===== config.mk =====
export PLATFORM = sky130hd
export DESIGN_NAME = mdu_seq
export DESIGN_NICKNAME = d
export VERILOG_FILES = /design/src/rtl/mdu_seq.sv
export SDC_FILE = /design/constraint.sdc
export NUM_CORES = 1
export LEC_CHECK = 0
export ABC_AREA = 1
export CAP_MARGIN = 0
export CORE_ASPECT_RATIO = 2
export CORE_UTILIZATION = 65
export DETAILED_ROUTE_END_ITERATION = 6
export GPL_ROUTABILITY_DRIVEN = 0
export PLACE_DENSITY_LB_ADDON = 0.08
export SLEW_MARGIN = 40
export SYNTH_ARGS = -nofsm -noshare
export SYNTH_HDL_FRONTEND = slang
export SYNTH_SLANG_ARGS = --single-unit

===== constraint.sdc =====
create_clock -name clock -period 9.1 [get_ports clock]
set_input_delay 1.82 -clock clock [delete_from_list [all_inputs] [get_ports clock]]
set_output_delay 1.82 -clock clock [all_outputs]
set_load 0.02 [all_outputs]

===== src/rtl/mdu_seq.sv =====
// Iterative MULT/MULTU/DIV/DIVU sequencer owning HI/LO; one bit per cycle.
// Ports: clock/reset, start/op/a/b request, hi_we/lo_we/wdata MTHI/MTLO, busy/done/dz/hi/lo status.
module mdu_seq #(
    parameter int WIDTH = 32
) (
    input  logic             clock,
    input  logic             reset,
    input  logic             start,
    input  logic [1:0]       op,
    input  logic [WIDTH-1:0] a,
    input  logic [WIDTH-1:0] b,
    input  logic             hi_we,
    input  logic             lo_we,
    input  logic [WIDTH-1:0] wdata,
    output logic             busy,
    output logic             done,
    output logic             dz,
    output logic [WIDTH-1:0] hi,
    output logic [WIDTH-1:0] lo
);

    localparam logic [1:0] IDLE = 2'd0;
    localparam logic [1:0] CALC = 2'd1;
    localparam logic [1:0] FIX  = 2'd2;
    localparam int CW = $clog2(WIDTH + 1);

    logic [1:0]         state;
    logic [2*WIDTH:0]   acc;
    logic [WIDTH-1:0]   opb;
    logic [CW-1:0]      count;
    logic               isdiv;
    logic               sneg;
    logic               rneg;
    logic               dzr;

    logic [WIDTH-1:0]   amag;
    logic [WIDTH-1:0]   bmag;
    logic [WIDTH:0]     msum;
    logic [2*WIDTH:0]   mnext;
    logic [2*WIDTH:0]   sh;
    logic [WIDTH:0]     trial;
    logic [2*WIDTH:0]   dnext;
    logic [2*WIDTH-1:0] pfix;
    logic [WIDTH-1:0]   qfix;
    logic [WIDTH-1:0]   rfix;

    assign busy = (state != IDLE);

    assign amag = (op[0] && a[WIDTH-1]) ? -a : a;
    assign bmag = (op[0] && b[WIDTH-1]) ? -b : b;

    // Multiply: acc = {carry, upper, multiplier}; add then shift right.
    assign msum  = acc[2*WIDTH:WIDTH] + (acc[0] ? {1'b0, opb} : '0);
    assign mnext = {1'b0, msum, acc[WIDTH-1:1]};

    // Divide: acc[2W-1:W] = remainder, acc[W-1:0] = quotient.
    // The bit shifted out of the remainder is kept in sh[2W] for the trial.
    assign sh    = {acc[2*WIDTH-1:0], 1'b0};
    assign trial = sh[2*WIDTH:WIDTH] - {1'b0, opb};
    assign dnext = trial[WIDTH] ? {1'b0, sh[2*WIDTH-1:0]}
                                : {1'b0, trial[WIDTH-1:0], sh[WIDTH-1:1], 1'b1};

    assign pfix = sneg ? -acc[2*WIDTH-1:0] : acc[2*WIDTH-1:0];
    assign qfix = sneg ? -acc[WIDTH-1:0] : acc[WIDTH-1:0];
    assign rfix = rneg ? -acc[2*WIDTH-1:WIDTH] : acc[2*WIDTH-1:WIDTH];

    always_ff @(posedge clock or posedge reset) begin
        if (reset) begin
            state <= IDLE;
            acc   <= '0;
            opb   <= '0;
            count <= '0;
            isdiv <= 1'b0;
            sneg  <= 1'b0;
            rneg  <= 1'b0;
            dzr   <= 1'b0;
            hi    <= '0;
            lo    <= '0;
            done  <= 1'b0;
            dz    <= 1'b0;
        end else begin
            done <= 1'b0;
            dz   <= 1'b0;
            case (state)
                IDLE: begin
                    if (hi_we) hi <= wdata;
                    if (lo_we) lo <= wdata;
                    if (start) begin
                        isdiv <= op[1];
                        count <= CW'(WIDTH);
                        if (op[1] && b == '0) begin
                            // Reuse the divide fix-up path: rem=a, quo=all ones.
                            acc   <= {1'b0, a, {WIDTH{1'b1}}};
                            opb   <= '0;
                            sneg  <= 1'b0;
                            rneg  <= 1'b0;
                            dzr   <= 1'b1;
                            state <= FIX;
                        end else if (op[1]) begin
                            acc   <= {{(WIDTH+1){1'b0}}, amag};
                            opb   <= bmag;
                            sneg  <= op[0] & (a[WIDTH-1] ^ b[WIDTH-1]);
                            rneg  <= op[0] & a[WIDTH-1];
                            dzr   <= 1'b0;
                            state <= CALC;
                        end else begin
                            acc   <= {{(WIDTH+1){1'b0}}, bmag};
                            opb   <= amag;
                            sneg  <= op[0] & (a[WIDTH-1] ^ b[WIDTH-1]);
                            rneg  <= 1'b0;
                            dzr   <= 1'b0;
                            state <= CALC;
                        end
                    end
                end
                CALC: begin
                    acc   <= isdiv ? dnext : mnext;
                    count <= count - CW'(1);
                    if (count == CW'(1)) state <= FIX;
                end
                FIX: begin
                    if (isdiv) begin
                        hi <= rfix;
                        lo <= qfix;
                    end else begin
                        hi <= pfix[2*WIDTH-1:WIDTH];
                        lo <= pfix[WIDTH-1:0];
                    end
                    done  <= 1'b1;
                    dz    <= dzr;
                    state <= IDLE;
                end
                default: state <= IDLE;
            endcase
        end
    end

endmodule


==> results of run 1 <==
-- per-layer routing --
layer  overflow  GRT usage
met1          0      0.639
met2         10      0.848
met3          0      0.399
met4         15      0.631
met5          0     0.0747
-- logic make-up after synthesis --
group	count (synthesis)	share of synthesized area
AND/OR/NAND/NOR	1968	0.430
XOR/XNOR	61	0.0277
AO/OA/AOI/OAI	498	0.142
adder cells (fa/ha/maj)	72	0.0475
flip-flops	174	0.226
buffers and inverters	634	0.127
multiplexers	1	0.000519
-- per-stage QoR --
stage | std cells | util | setup slack [ps]
after floorplan | 3408 | - | 2560
after global placement | 3838 | 0.729 | 3690
after detailed placement | 3838 | 0.729 | 3880
after CTS | 3870 | 0.751 | 4370
==> flow_summary.rst, run 1 <==
.. list-table::
   :header-rows: 1

   * - Metric
     - Value
   * - Proportion of synthesized flip-flops having asynchronous set or reset
     - 1.00
   * - CTS root buffer
     - sky130_fd_sc_hd__clkbuf_16
   * - Fraction of the yosys area taken by sequential cells
     - 0.226
   * - Most used flip-flop cell after synthesis
     - sky130_fd_sc_hd__dfrtp_1
   * - Number of global-route vias before repair
     - 24,500
   * - Global-route usage over all layers
     - 0.634
   * - Combined area of all synthesized cells
     - 19,300 um^2
   * - H-Tree Level Count
     - 4
   * - Syn Nets
     - 3,583
   * - # clock sinks
     - 174
   * - Floorplan die height
     - 246 um
   * - Average cell area after synthesis
     - 5.66 um^2
   * - Last step reached
     - global routing (5_1_grt)
   * - Initial Util
     - 0.666
   * - Number of port buffers
     - 169
   * - First-pass GRT wire length
     - 144,000 um
   * - Yosys warning count
     - 0
   * - Mapped Cells
     - 3,408
   * - Netlist cell types
     - 52
   * - Buffers inserted by post-CTS timing repair
     - 0
   * - Biggest area consumer among synthesized cells
     - sky130_fd_sc_hd__dfrtp_1
   * - Status
     - did not finish
   * - Log Error
     - [ERROR GRT-0116] Global routing finished with congestion. Check the congestion regions in the DRC Viewer.
   * - Number of rows in the core area
     - 88
   * - Placed inst area
     - 21,100 um^2
   * - Most used standard cell by instance count after synthesis
     - sky130_fd_sc_hd__nand2_1
   * - Grt ovf
     - 25
   * - Number of clock buffers inserted by TritonCTS
     - 17
   * - Hold_buf cts
     - 0
   * - Maximum buffer depth of the clock tree
     - 2
   * - Top cells by instance count after synthesis
     - sky130_fd_sc_hd__nand2_1, sky130_fd_sc_hd__inv_1, sky130_fd_sc_hd__nand3_1, sky130_fd_sc_hd__nor2_1, sky130_fd_sc_hd__a21oi_1
   * - Area share of the largest cell type after synthesis
     - 0.226
   * - Number of enable-type register cells in the synthesized netlist
     - 0
   * - Horizontal die dimension
     - 124 um
   * - Top cells by area, synth
     - sky130_fd_sc_hd__dfrtp_1, sky130_fd_sc_hd__nand2_1, sky130_fd_sc_hd__nand3_1, sky130_fd_sc_hd__inv_1, sky130_fd_sc_hd__nor2_1
   * - Flops & latches, synth
     - 174
   * - Top-level I/O count
     - 170
   * - Count of instances resized after the clock tree is built
     - 0
   * - Estimated wirelength of the detail-placed design
     - 62,700 um
   * - Largest net degree at the start of global routing
     - 108
==> inputs of run 2 (changes only) <==
--- a/config.mk
+++ b/config.mk
@@ -7,11 +7,10 @@
 export LEC_CHECK = 0
 export ABC_AREA = 1
 export CAP_MARGIN = 0
-export CORE_ASPECT_RATIO = 2
-export CORE_UTILIZATION = 65
+export CORE_UTILIZATION = 40
 export DETAILED_ROUTE_END_ITERATION = 6
 export GPL_ROUTABILITY_DRIVEN = 0
-export PLACE_DENSITY_LB_ADDON = 0.08
+export PLACE_DENSITY_LB_ADDON = 0.15
 export SLEW_MARGIN = 40
 export SYNTH_ARGS = -nofsm -noshare
 export SYNTH_HDL_FRONTEND = slang
==> run 2 against run 1 <==
  * Area after synthesis is the same
  * The flow now finishes, with violations (design-rule violations)
  * Synthesized cell count unchanged
==> flow_summary.rst, run 2 <==
.. list-table::
   :header-rows: 1

   * - Metric
     - Value
   * - Proportion of synthesized flip-flops having asynchronous set or reset
     - 1.00
   * - Clock latency on the worst-skew pair
     - 470 ps
   * - Mapped Cells
     - 3,408
   * - Power per cell area
     - 429 nW/um^2
   * - Highest-count cells in the layout ignoring fill and taps
     - sky130_fd_sc_hd__nand2_1, sky130_fd_sc_hd__inv_1, sky130_fd_sc_hd__nand3_1, sky130_fd_sc_hd__nor2_1, sky130_fd_sc_hd__a21oi_1
   * - Worst min-delay path startpoint
     - lo[1]$_DFFE_PP0P_
   * - Top-level I/O count
     - 170
   * - Final number of hold-violating endpoints
     - 0
   * - Reg-to-reg endpoint
     - acc[63]$_DFFE_PP0P_
   * - Number of diodes
     - 0
   * - Top cells by instance count after synthesis
     - sky130_fd_sc_hd__nand2_1, sky130_fd_sc_hd__inv_1, sky130_fd_sc_hd__nand3_1, sky130_fd_sc_hd__nor2_1, sky130_fd_sc_hd__a21oi_1
   * - Number of clock buffers inserted by TritonCTS
     - 17
   * - Portion of the clock cycle consumed by the worst path in the final layout
     - 0.491
   * - Number of DRC violations after detailed-routing iteration 0
     - 3,178
   * - Detailed-router iteration count before antenna repair
     - 7
   * - Largest fanout on the critical path
     - 32
   * - Maximum buffer depth of the clock tree
     - 2
   * - Critical Path, Cell by Cell
     - clkdlybuf4s50_1 -> nand2_2 -> nor2_2 -> buf_4 -> inv_1 -> nor2_4 -> inv_1 -> a21oi_1 -> nand2_1 -> o21ai_0
   * - Status
     - finished, violations left
   * - # clock sinks
     - 174
   * - Non-filler cells, final
     - 4,131
   * - Biggest area consumer among synthesized cells
     - sky130_fd_sc_hd__dfrtp_1
   * - Cell depth of the worst setup path
     - 10
   * - Average cell area after synthesis
     - 5.66 um^2
   * - Number of vias per cell after detailed routing
     - 5.67
   * - Crit path buf inv count
     - 4
   * - Finish-stage setup viols
     - 0
   * - Number of global-route vias before repair
     - 21,000
   * - Psw
     - 5.71 mW
   * - Clock edge transition at the registers on the reported setup and hold paths
     - 80 ps
   * - Slew Limit Headroom
     - 0.461
   * - Grt ovf
     - 0
   * - Flops & latches, synth
     - 174
   * - Area growth, synth to finish
     - 14.5%
   * - Launching element type of the critical path
     - input pin
   * - Most used flip-flop cell after synthesis
     - sky130_fd_sc_hd__dfrtp_1
   * - Post-Route Hold Slack
     - 497 ps
   * - Path type of the worst min-delay path
     - flip-flop to flip-flop
   * - Syn Nets
     - 3,583
   * - Final worst clock skew
     - 20.9 ps
   * - Number of port buffers
     - 169
   * - Register share of total power
     - 0.191
   * - Most used standard cell by instance count after synthesis
     - sky130_fd_sc_hd__nand2_1
   * - Yosys warning count
     - 0
   * - Number of enable-type register cells in the synthesized netlist
     - 0
   * - Count of instances resized after the clock tree is built
     - 0
   * - Required arrival time at the worst endpoint
     - 9490 ps
   * - Top cells by area, synth
     - sky130_fd_sc_hd__dfrtp_1, sky130_fd_sc_hd__nand2_1, sky130_fd_sc_hd__nand3_1, sky130_fd_sc_hd__inv_1, sky130_fd_sc_hd__nor2_1
   * - Buffers inserted by post-CTS timing repair
     - 0
   * - Top register by number of flip-flops
     - acc
   * - Peak supply drop
     - 193 uV
   * - RSZ-0062 raised after global routing
     - no
   * - Critical path capture point type
     - flip-flop
   * - Worst Path Arrival
     - 4850 ps
   * - Netlist cell types
     - 52
   * - Worst Reg2Reg Path Length in Cells
     - 20
   * - Initial Util
     - 0.405
   * - Combinational cell fraction of total power
     - 0.729
   * - Max reg flops
     - 64
   * - Worst setup path category
     - input pin to flip-flop
   * - Violations in the final reports
     - design-rule violations
   * - Die Footprint
     - 49,100 um^2
   * - Largest net degree at the start of global routing
     - 91
   * - Max Clock Freq
     - 224 MHz
   * - Routed vias
     - 23,400
   * - Number of cells after detailed placement
     - 4,099
   * - Avg WL per Cell
     - 20.4 um
   * - Global-route usage over all layers
     - 0.336
   * - Floorplan die height
     - 222 um
   * - Number of max-cap violations
     - 0
   * - Fraction of the yosys area taken by sequential cells
     - 0.226
   * - Largest delay contributor family on the critical path
     - buffers and inverters
   * - Leak pwr
     - 11.3 nW
   * - Number of antenna violations at the first check in global routing
     - 0
   * - Relative contribution of the clock network to total power
     - 0.080
   * - Sum of negative setup slack
     - 0 ps
   * - H-Tree Level Count
     - 4
   * - Fraction of layout cells with a size suffix above 1
     - 0.0438
   * - First-pass GRT wire length
     - 126,000 um
   * - Drt drc
     - 2
   * - Most frequent cell on the critical path
     - sky130_fd_sc_hd__inv_1
   * - Switching share of total power
     - 0.603
   * - Worst setup path endpoint
     - opb[20]$_DFFE_PP0P_
   * - Number of antenna-violating nets in the routed design
     - 0
   * - Flop-to-flop setup slack
     - 5610 ps
   * - Total routed wirelength
     - 84,500 um
   * - Core Area
     - 47,600 um^2
   * - Slew of the pin with the lowest slew margin
     - 808 ps
   * - CTS root buffer
     - sky130_fd_sc_hd__clkbuf_16
   * - Max-slew violation total from the final report
     - 0
   * - Post-layout min period
     - 4460 ps
   * - Worst path max stage delay
     - 570 ps
   * - Area share of the largest cell type after synthesis
     - 0.226
   * - Slowest stage cell, crit path
     - sky130_fd_sc_hd__clkdlybuf4s50_1
   * - Overall power consumption
     - 9.47 mW
   * - TritonCTS clock tree
     - done
   * - Crit. Startpoint
     - start
   * - Number of rows in the core area
     - 80
   * - Estimated wirelength of the detail-placed design
     - 67,600 um
   * - Hold_buf cts
     - 0
   * - Internal portion of total power
     - 3.76 mW
   * - Horizontal die dimension
     - 222 um
   * - Most frequent standard cell in the layout excluding fill and tap cells
     - sky130_fd_sc_hd__nand2_1
   * - Final layout net count
     - 3,678
   * - Combined area of all synthesized cells
     - 19,300 um^2
   * - FF-to-FF Start
     - acc[31]$_DFFE_PP0P_
[run 2: cell counts after synthesis]
No cell type changed its count.
[run 2: routing by layer]
layer  up-vias  part of all wire  track usage
met4         0             0.057        0.182
li1      11100                 -            -
met1     10700              0.42        0.466
met5         -                 0            0
met2      1425              0.41        0.486
met3       208              0.12       0.0685
[run 2: layout make-up]
| cell class | count | area, um^2 |
|---|---|---|
| Fill cell | 5142 | 25600 |
| Clock inverter | 13 | 135 |
| Inverter | 514 | 1940 |
| Sequential cell | 174 | 4360 |
| Clock buffer | 19 | 453 |
| Tap cell | 615 | 769 |
| Multi-Input combinational cell | 2600 | 12500 |
| Timing Repair Buffer | 196 | 1910 |
[run 2: worst reg2reg max path: stages (launching register included)]
cell and delay (ps):
sky130_fd_sc_hd__dfrtp_1 450, sky130_fd_sc_hd__inv_2 150, sky130_fd_sc_hd__ha_1 260, sky130_fd_sc_hd__fa_1 410, sky130_fd_sc_hd__inv_1 130, sky130_fd_sc_hd__nand3_1 90
sky130_fd_sc_hd__nand2_2 130, sky130_fd_sc_hd__nand2_2 60, sky130_fd_sc_hd__nand2_2 120, sky130_fd_sc_hd__nand2_2 80, sky130_fd_sc_hd__nand2_4 90, sky130_fd_sc_hd__nand2_4 70
sky130_fd_sc_hd__nand2_4 60, sky130_fd_sc_hd__nand2_4 260, sky130_fd_sc_hd__nand2_4 490, sky130_fd_sc_hd__nand2_1 110, sky130_fd_sc_hd__nand2_1 80, sky130_fd_sc_hd__nand2_1 60
sky130_fd_sc_hd__nand2_1 120, sky130_fd_sc_hd__nand2_1 120, sky130_fd_sc_hd__nand2_1 80
[run 2: worst min path at each step]
stage,to,slack (ps),cells past startpoint
CTS,lo[1]$_DFFE_PP0P_,500,2
detailed placement,lo[1]$_DFFE_PP0P_,470,2
finish,lo[1]$_DFFE_PP0P_,500,2
global placement,lo[1]$_DFFE_PP0P_,470,2
floorplan,dz$_DFF_PP0_,460,2
global route,lo[1]$_DFFE_PP0P_,530,2
[run 2: power by group through the flow]
stage | Sequential [mW] | Combinational (mW) | Clock, mW
2_1_floorplan | 1.66 | 4.56 | 0
3_3_place_gp | 1.77 | 6.64 | 0
3_5_place_dp | 1.78 | 6.70 | 0
4_1_cts | 1.76 | 6.73 | 0.765
5_1_grt | 1.83 | 7.58 | 0.790
6_report | 1.81 | 6.90 | 0.760
[run 2: kinds of logic after synthesis]
family                   Yosys count  synth area share
multiplexers                       1          0.000519
AND/OR/NAND/NOR                 1968             0.430
flip-flops                       174             0.226
AO/OA/AOI/OAI                    498             0.142
adder cells (fa/ha/maj)           72            0.0475
XOR/XNOR                          61            0.0277
buffers and inverters            634             0.127
[run 2: per-stage QoR]
step / worst slack (ps) / utilization / area [um^2]
6_report: 4640 / 0.463 / 22100
5_1_grt: 4480 / 0.463 / 22100
4_1_cts: 4750 / 0.463 / 22100
3_5_place_dp: 4270 / 0.451 / 21500
3_3_place_gp: 3970 / 0.451 / 21500
2_1_floorplan: 2560 / - / 19300
Power figures use the tool's default switching activity.
